$ cat src/rtl/core_issue_pkg.sv
// rtl/core_issue_pkg.sv - shared types, sizes and helpers for the issue controller
package core_issue_pkg;

  localparam int REG_NUM_W = 5;
  localparam int NUM_REGS  = 32;

  // Clears the x0 bit of a register bitmap; x0 is never tracked.
  localparam logic [NUM_REGS-1:0] NO_X0_MASK = {{(NUM_REGS-1){1'b1}}, 1'b0};

  typedef enum logic [1:0] {
    ST_RUN    = 2'd0,
    ST_DRAIN  = 2'd1,
    ST_SHADOW = 2'd2
  } issue_state_t;

  function automatic logic [NUM_REGS-1:0] reg_onehot(input logic [REG_NUM_W-1:0] num);
    logic [NUM_REGS-1:0] vec;
    vec      = '0;
    vec[num] = 1'b1;
    return vec;
  endfunction

endpackage

$ cat src/rtl/core_issue_scoreboard.sv
// rtl/core_issue_scoreboard.sv - pending-register bitmap, in-flight counter and writeback bypass
module core_issue_scoreboard
  import core_issue_pkg::*;
#(
  parameter int CNT_W = 3
) (
  input  logic                 clk,
  input  logic                 rst,
  input  logic                 set_en,
  input  logic [REG_NUM_W-1:0] set_num,
  input  logic                 wb_valid,
  input  logic [REG_NUM_W-1:0] wb_num,
  output logic [NUM_REGS-1:0]  pending,
  output logic [CNT_W-1:0]     out_cnt,
  output logic [NUM_REGS-1:0]  eff_pending,
  output logic [CNT_W-1:0]     eff_cnt,
  output logic                 busy_err
);

  logic [NUM_REGS-1:0] wb_mask;
  logic [NUM_REGS-1:0] set_mask;
  logic                cnt_dec;
  logic                err_set;

  // Same-cycle writeback bypass: a completing op frees its register and slot immediately.
  always_comb begin
    wb_mask  = '0;
    set_mask = '0;
    if (wb_valid) begin
      wb_mask = reg_onehot(wb_num) & NO_X0_MASK;
    end
    if (set_en && (set_num != '0)) begin
      set_mask = reg_onehot(set_num);
    end
    cnt_dec     = wb_valid && (out_cnt != '0);
    eff_pending = pending & ~wb_mask;
    eff_cnt     = out_cnt - CNT_W'(cnt_dec);
    err_set     = wb_valid && ((out_cnt == '0) || ((wb_num != '0) && !pending[wb_num]));
  end

  // Tracking state; a new long op setting a bit wins over a same-cycle clear.
  always_ff @(posedge clk or posedge rst) begin
    if (rst) begin
      pending  <= '0;
      out_cnt  <= '0;
      busy_err <= 1'b0;
    end else begin
      pending  <= (eff_pending | set_mask) & NO_X0_MASK;
      out_cnt  <= eff_cnt + CNT_W'(set_en);
      busy_err <= busy_err | err_set;
    end
  end

endmodule

$ cat src/rtl/core_issue_ctrl.sv
// rtl/core_issue_ctrl.sv - in-order issue control with hazard stall, drain and redirect shadow
module core_issue_ctrl
  import core_issue_pkg::*;
#(
  parameter int MAX_OUT = 4,
  parameter int CNT_W   = 3,
  parameter int SHADOW  = 2
) (
  input  logic                 CLK,
  input  logic                 RST,
  input  logic                 DEC_VALID,
  input  logic [REG_NUM_W-1:0] RD_NUM,
  input  logic [REG_NUM_W-1:0] RS1_NUM,
  input  logic [REG_NUM_W-1:0] RS2_NUM,
  input  logic                 DEC_LONG,
  input  logic                 DEC_SERIAL,
  input  logic                 DEC_REDIRECT,
  input  logic                 WB_VALID,
  input  logic [REG_NUM_W-1:0] WB_NUM,
  output logic                 ISSUE,
  output logic                 STALL,
  output logic                 SQUASH,
  output logic [NUM_REGS-1:0]  PENDING,
  output logic [CNT_W-1:0]     OUT_CNT,
  output logic                 BUSY_ERR
);

  localparam int SH_W = (SHADOW > 1) ? $clog2(SHADOW) : 1;

  issue_state_t        state, state_nxt;
  logic [SH_W-1:0]     sh_cnt, sh_cnt_nxt;
  logic [NUM_REGS-1:0] eff_pending;
  logic [CNT_W-1:0]    eff_cnt;
  logic                hazard;
  logic                full;
  logic                drained;

  core_issue_scoreboard #(.CNT_W(CNT_W)) u_scoreboard (
    .clk         (CLK),
    .rst         (RST),
    .set_en      (ISSUE && DEC_LONG),
    .set_num     (RD_NUM),
    .wb_valid    (WB_VALID),
    .wb_num      (WB_NUM),
    .pending     (PENDING),
    .out_cnt     (OUT_CNT),
    .eff_pending (eff_pending),
    .eff_cnt     (eff_cnt),
    .busy_err    (BUSY_ERR)
  );

  // Hazards are judged against the bypassed scoreboard; the RD term catches WAW.
  always_comb begin
    hazard  = ((RS1_NUM != '0) && eff_pending[RS1_NUM]) ||
              ((RS2_NUM != '0) && eff_pending[RS2_NUM]) ||
              ((RD_NUM  != '0) && eff_pending[RD_NUM]);
    full    = (eff_cnt == CNT_W'(MAX_OUT));
    drained = (eff_cnt == '0);
  end

  // Control state register; reset drops all drain and shadow progress.
  always_ff @(posedge CLK or posedge RST) begin
    if (RST) begin
      state  <= ST_RUN;
      sh_cnt <= '0;
    end else begin
      state  <= state_nxt;
      sh_cnt <= sh_cnt_nxt;
    end
  end

  // Issue decision, next-state selection and decode-facing handshake outputs.
  always_comb begin
    state_nxt  = state;
    sh_cnt_nxt = sh_cnt;
    ISSUE      = 1'b0;
    SQUASH     = 1'b0;
    case (state)
      ST_RUN: begin
        ISSUE = DEC_VALID && !RST && !hazard &&
                !(DEC_LONG && full) && !(DEC_SERIAL && !drained);
        if (DEC_VALID && DEC_SERIAL && !drained && !hazard) begin
          state_nxt = ST_DRAIN;
        end else if (ISSUE && DEC_REDIRECT && (SHADOW > 0)) begin
          state_nxt  = ST_SHADOW;
          sh_cnt_nxt = SH_W'(SHADOW - 1);
        end
      end
      ST_DRAIN: begin
        if (drained) begin
          state_nxt = ST_RUN;
        end
      end
      ST_SHADOW: begin
        SQUASH = 1'b1;
        if (sh_cnt == '0) begin
          state_nxt = ST_RUN;
        end else begin
          sh_cnt_nxt = sh_cnt - 1'b1;
        end
      end
      default: begin
        state_nxt = ST_RUN;
      end
    endcase
    STALL = DEC_VALID && !ISSUE && (state != ST_SHADOW);
  end

endmodule

$ cat config.mk
export PLATFORM = sky130hd
export DESIGN_NAME = core_issue_ctrl
export DESIGN_NICKNAME = d
export VERILOG_FILES = /design/src/rtl/core_issue_pkg.sv /design/src/rtl/core_issue_scoreboard.sv /design/src/rtl/core_issue_ctrl.sv
export SDC_FILE = /design/constraint.sdc
export NUM_CORES = 1
export LEC_CHECK = 0
export BUFFER_PORTS_ARGS = -buffer_cell sky130_fd_sc_hd__buf_2
export CORE_ASPECT_RATIO = 0.8
export CORE_MARGIN = 5
export CORE_UTILIZATION = 60
export CTS_CLUSTER_DIAMETER = 40
export DETAILED_ROUTE_END_ITERATION = 10
export GPL_TIMING_DRIVEN = 0
export MAX_ROUTING_LAYER = met4
export PLACE_DENSITY = 0.95
export SETUP_SLACK_MARGIN = 0.3
export SLEW_MARGIN = 20
export SYNTH_ARGS = -nofsm -noshare
export SYNTH_HDL_FRONTEND = slang
export SYNTH_HIERARCHICAL = 1
export SYNTH_SLANG_ARGS = --single-unit
export TNS_END_PERCENT = 5
$ cat constraint.sdc
create_clock -name CLK -period 5.4 [get_ports CLK]
set_input_delay 0.27 -clock CLK [delete_from_list [all_inputs] [get_ports CLK]]
set_output_delay 0.27 -clock CLK [all_outputs]
set_load 0.05 [all_outputs]
Word level (Yosys, flattened, before mapping):

Cells that the tools add are included.

* bits in writable memories: 0
* memories kept: 0
* bits in registers: 38
* logic and storage cells: 95
* bits of input ports: 27
* memory bits (read-only): 0
* bits in latches: 0

* add/sub/neg operators: 3
* bitwise gates (word level): 4
* multipliers: 0
* div/mod/pow operators: 0
* reduce and logical (&&, ||, !) cells: 43
* order comparisons: 6
* shifts and indexed selects: 0
* muxes and demuxes: 25
* eq/ne operators: 9

Operators with widths (number)
* 32-bit 2-to-1 mux: 2
* 32-bit AND: 1
* 32-bit inverter: 1
* 32-bit OR: 1
* 5-bit by 6-bit < comparator with 1-bit output, second input constant: 4
* 1-bit logical AND: 22
* 1-bit binary-select mux with 5-bit select: 4
* 5-bit nonzero test: 4
* 1-bit 2-to-1 mux: 11
* 1-bit demux with 5-bit select: 2
* 5-bit by 1-bit >= comparator with 1-bit output, second input constant: 2
* 2-bit != test, second input constant: 5
* 2-bit 2-to-1 mux: 4
* 1-bit logical NOT: 7
* 3-bit logical NOT: 2
* 2-bit case mux with 3 select lines: 1
* 3-bit AND reduction: 2
* 3-bit by 1-bit adder with 3-bit output: 1
* 3-bit == test, second input constant: 1
* 1-bit logical OR: 3
* 3-bit != test, second input constant: 1
* 3-bit nonzero test: 1
* 3-bit by 1-bit subtractor with 3-bit output: 1
* 2-bit by 1-bit == test with 1-bit output, second input constant: 1
* 6 further kinds: 6

Longest topological paths before layout:

* depth in word-level cells: 21
* gate-level depth with buffers: 14
* gate-level depth less buffers: 12

By module:

Netlist, hierarchy kept.

By module, submodules not included
* core_issue_scoreboard: instances 1, cells each 174, area an instance 1950.6 um^2, seq. area each 875.8 um^2
* core_issue_ctrl: instances 1, cells each 135, area an instance 1146.1 um^2, seq. area each 75.1 um^2

Least setup slack after synthesis:

Ideal clock, no wire load.

* path type: input -> output
* start point: input WB_NUM[1]
* end point: output ISSUE
* required time: 5.130 ns
* stages: 11
* arrival time: 3.525 ns
* slack: 1.605 ns
* path through: buf_6 buf_6 inv_1 nand3_1 o21a_1 mux4_2 nor2b_1 a211o_1 a2111oi_2 nand4_2 nor3_1

* word-level cells in the longest chain between the ends: 17
* elaborated cells between the ends (all ways): 24
* classes of those cells: order compare (2); mux (10); bitwise (2); reduce/logical (10)

Ends and longest elaborated chain
* start: declaration: RTL line core_issue_ctrl.sv:19 `input logic [REG_NUM_W-1:0] WB_NUM,`
* 5-bit by 6-bit < comparator with 1-bit output (implied by the code) or 5-bit by 1-bit >= comparator with 1-bit output (tied branches): RTL line core_issue_pkg.sv:19 `vec[num] = 1'b1;`
* 1-bit logical AND (implied by the code): RTL line core_issue_pkg.sv:19
* 1-bit 2-to-1 mux (implied by the code): RTL line core_issue_pkg.sv:19
* 1-bit demux with 5-bit select *
* 32-bit 2-to-1 mux *: RTL line core_issue_scoreboard.sv:29 `if (wb_valid) begin`
* 32-bit inverter *: RTL line core_issue_scoreboard.sv:36 `eff_pending = pending & ~wb_mask;`
* 32-bit AND *: RTL line core_issue_scoreboard.sv:36
* named net eff_pending[4]: RTL line core_issue_ctrl.sv:32 `logic [NUM_REGS-1:0] eff_pending;`
* 1-bit binary-select mux with 5-bit select, on equally long branches: RTL line core_issue_ctrl.sv:54, core_issue_ctrl.sv:55
* 1-bit 2-to-1 mux, on equally long branches: RTL line core_issue_ctrl.sv:54, core_issue_ctrl.sv:55
* 1-bit logical AND, on equally long branches: RTL line core_issue_ctrl.sv:54, core_issue_ctrl.sv:55
* 1-bit logical OR: RTL line core_issue_ctrl.sv:54 `hazard = ((RS1_NUM != '0) && eff_pending[RS1_NUM]) ||`
* 1-bit logical OR *: RTL line core_issue_ctrl.sv:55 `((RS2_NUM != '0) && eff_pending[RS2_NUM]) ||`
* 1-bit logical NOT *: RTL line core_issue_ctrl.sv:80 `ISSUE = DEC_VALID && !RST && !hazard &&`
* 1-bit logical AND * (2 in series): RTL line core_issue_ctrl.sv:80
* 1-bit logical AND *: RTL line core_issue_ctrl.sv:81 `!(DEC_LONG && full) && !(DEC_SERIAL && !drained);`
* 1-bit 2-to-1 mux *: RTL line core_issue_ctrl.sv:78 `case (state)`
* end: declaration: RTL line core_issue_ctrl.sv:20 `output logic ISSUE,`

The timed path passes the listed nets; every way through them passes the cells marked *. The select of a mux whose other input is x is not followed.

Final worst setup path:

* start point: input WB_NUM[0]
* end point: register u_scoreboard.pending[20]

* word-level cells in the longest chain between the ends: 21
* elaborated cells between the ends (all ways): 28
* classes of those cells: order compare (2); mux (11); bitwise (3); reduce/logical (12)

Ends and longest elaborated chain
* 5-bit by 6-bit < comparator with 1-bit output (implied by the code) or 5-bit by 1-bit >= comparator with 1-bit output (tied branches): RTL line core_issue_pkg.sv:19
* 1-bit logical AND (implied by the code): RTL line core_issue_pkg.sv:19
* 1-bit 2-to-1 mux (implied by the code): RTL line core_issue_pkg.sv:19
* 1-bit demux with 5-bit select *
* 32-bit 2-to-1 mux *: RTL line core_issue_scoreboard.sv:29
* 32-bit inverter *: RTL line core_issue_scoreboard.sv:36
* 32-bit AND *: RTL line core_issue_scoreboard.sv:36
* named net eff_pending[6]: RTL line core_issue_ctrl.sv:32
* (+5 left out)
* 1-bit logical NOT *: RTL line core_issue_ctrl.sv:80
* 1-bit logical AND * (2 in series): RTL line core_issue_ctrl.sv:80
* 1-bit logical AND *: RTL line core_issue_ctrl.sv:81
* 1-bit 2-to-1 mux *: RTL line core_issue_ctrl.sv:78
* 1-bit logical AND *: RTL line core_issue_ctrl.sv:41 `.set_en (ISSUE && DEC_LONG),`
* 1-bit logical AND *: RTL line core_issue_scoreboard.sv:32 `if (set_en && (set_num != '0)) begin`
* 32-bit 2-to-1 mux *: RTL line core_issue_scoreboard.sv:32
* 32-bit OR *: RTL line core_issue_scoreboard.sv:48 `pending <= (eff_pending | set_mask) & NO_X0_MASK;`
* end signal: assignment: RTL line core_issue_scoreboard.sv:48
* end: declaration: RTL line core_issue_scoreboard.sv:13 `output logic [NUM_REGS-1:0] pending,`

Marked as above.
A chain may end at the register's enable or synchronous reset.

==> results.json <==
{
  "grt_remaining_overflow": 0,
  "critical_path_class": "in -> reg",
  "r2r-start": "u_scoreboard/pending[6]",
  "post_cts.repair.setup_buffers": 0,
  "grt_max_degree": 36,
  "slowest_stage": "nor4_1",
  "synth_edf_count": 0,
  "rsz0062_at_grt": "false",
  "setup_viol": 0,
  "final_antenna_net_count": 0,
  "nFillCells": 377,
  "nets": 409,
  "stdcell_count": 440,
  "drtPass1Iterations": 8,
  "n_antenna_cell": 0,
  "ys_async_sr_fraction_pct": 100,
  "fin_skew_ns": 0.00675,
  "ys_seq_area_share_pct": 30.7,
  "powerDensity_mw_per_mm2": 255,
  "max_stage_delay_ns": 0.77,
  "clk-insertion-delay-late_ns": 0.29,
  "dp_cells": 432,
  "worstPathArrival_ns": 4.69,
  "num_vias": 3008,
  "avgSynthCellArea_um2": 10.0,
  "ios": 66,
  "numCtsBuffers": 5,
  "grt_pass1_wl_mm": 15.4,
  "whs_path_depth": 3,
  "tns_ns": 0,
  "peakVddDrop_uv": 182,
  "rr_endpoint": "u_scoreboard/pending[20]",
  "place_area_mm2": 0.00348,
  "cp-start-kind": "input port",
  "drt_iter0_markers": 304,
  "crit_buf_inv": 3,
  "multiInputGateArea_mm2": 0.00201,
  "yosysWarningCount": 6,
  "via_per_inst": 6.84,
  "io_buffers": 60,
  "cp_num_cells": 13,
  "end_kind": "register",
  "cp-startpoint": "WB_NUM[0]",
  "final_common_cell": "buf_2",
  "hpwlAfterDp_mm": 7.45,
  "ff_latch_area_um2": 951,
  "h-tree-depth": 2,
  "max_cap_viol_count": 0,
  "cp.required_ns": 5.59,
  "ff2ff_path_depth": 10,
  "synth_seq_cells": 38,
  "cts.sinks": 38,
  "critical-path-top-delay-family": "simple AND/OR/NAND/NOR gates",
  "ys.flop_type": "dfrtp_1",
  "cts.clk_slew.worst_paths_ns": 0.07,
  "wl_per_cell_um": 22.4,
  "grt_usage_pct": 30.3,
  "die_h_um": 74.3,
  "crit_end": "u_scoreboard/pending[20]",
  "cp_max_fo": 8,
  "status": "finished clean",
  "area_growth_syn_to_layout_pct": 15.1,
  "syn_inst": 309,
  "final_max_slew_viol_count": 0,
  "final_hold_viol_count": 0,
  "leakage_nw": 1.66,
  "routabilityCongestion": 1.01,
  "cts.repair.resized": 0,
  "postCtsHoldBufs": 1,
  "clockRootBuffer": "clkbuf_8",
  "drc_errors": 0,
  "r2r_setup_slack_ns": 1.35,
  "synth_area_mm2": 0.00310,
  "cts_tree": "yes",
  "stdcell_area_mm2": 0.00356,
  "drive_gt1_share_pct": 25.9,
  "synth.distinct_cells": 49,
  "period_minus_slack_ns": 4.50,
  "cts_buffer_depth": 2,
  "crit_path_cell_trace": "buf_2 > inv_1 > nand3_1 > o21a_1 > mux4_2 > nor2b_1 > a211o_1 > a2111oi_2 > nand4_2 > nor4_1 > or3b_2 > clkbuf_1 > o21bai_1",
  "die_w_um": 90.3,
  "final_cell_mix": "buf_2, mux2i_1, dfrtp_1",
  "relSlewSlack_pct": 41.0,
  "die-area_mm2": 0.00671,
  "initial_utilization_pct": 61.8,
  "fin_crit_sh_pct": 83.3,
  "antenna_found_initial": 0,
  "fmax_ghz": 0.222,
  "grt_pass1_vias": 2974,
  "floorplan.rows": 23,
  "hold_class": "in -> reg",
  "wl_mm": 9.83,
  "worst_pin_slew_ns": 0.877,
  "core_area_mm2": 0.00501
}
per-layer routing:
| metal | routed length (µm) | GRT usage [%] |
|---|---|---|
| met5 | 0 | - |
| met4 | 248 | 11.4 |
| met3 | 1120 | 9.20 |
| met2 | 4580 | 48.5 |
| met1 | 3890 | 36.8 |
worst min-delay path by stage:
stage	start	endpoint	slack, ns
after CTS	DEC_SERIAL	state[0]	0.24
after global placement	RST	state[0]	0.16
after floorplan	RST	sh_cnt	0.02
after detailed placement	RST	state[0]	0.18
after global routing	DEC_SERIAL	state[0]	0.28
final	DEC_SERIAL	state[0]	0.25
sequential cells by signal, summed over array words and instances (netlist names):
signal / flops
u_scoreboard/busy_err: 1
sh_cnt: 1
u_scoreboard/pending: 31
u_scoreboard/out_cnt: 3
state: 2
kinds of logic (layout without fill, tap and decap cells):
| group | count (synthesis) | in the layout | share of synthesized area, % |
|---|---|---|---|
| AOI/OAI and AO/OA | 96 | 96 | 23.8 |
| xor gates and xnor gates | 2 | 2 | 0.566 |
| adders and majority gates | 4 | 4 | 1.62 |
| buffers and inverters | 29 | 97 | 4.44 |
| DFF | 38 | 38 | 30.7 |
| muxes | 55 | 55 | 22.5 |
| other | 1 | 2 | 0.121 |
| and+or+nand+nor | 84 | 84 | 16.2 |
cells in the mapped netlist (7+ instances only):
library cell | instances | share of area (%)
nor2b_1 | 13 | 2.6
nand3b_1 | 11 | 2.7
clkbuf_1 | 7 | 0.85
dfrtp_1 | 38 | 31
nand2_1 | 8 | 0.97
mux2i_1 | 39 | 13
o21a_1 | 31 | 7.5
o21bai_1 | 31 | 7.5
nand3_1 | 17 | 2.7
mux4_2 | 10 | 7.3
inv_1 | 11 | 1.3
tightest hold or removal path: stages:
cell and delay [ns]:
buf_2 0.11, nand2_1 0.05, o21ai_0 0.06
power by group:
| part | internal (mW) | switching, mW |
|---|---|---|
| Sequential | 0.319 | 0.0281 |
| Clock | 0.0889 | 0.0932 |
| Combinational | 0.119 | 0.260 |
cell type report:
cell class	count	share of cell area [%]
plain buffers	18	2.70
repair buffers	61	8.70
inverters	11	1.16
multi-input cells	243	56.4
well taps	62	2.18
clock buffers	7	2.14
flip-flops and latches	38	26.7
through the flow:
step	hold slack, ns	total power [mW]	setup WS, ns	utilization, %
floorplan	0.0236	0.618	1.60	-
global placement	0.156	0.705	0.995	69.5
detailed placement	0.178	0.723	0.873	69.5
CTS	0.244	0.906	1.13	71.2
global route	0.278	0.953	0.750	71.2
finish	0.250	0.909	0.903	71.2
(Power assumes the default switching activity.)
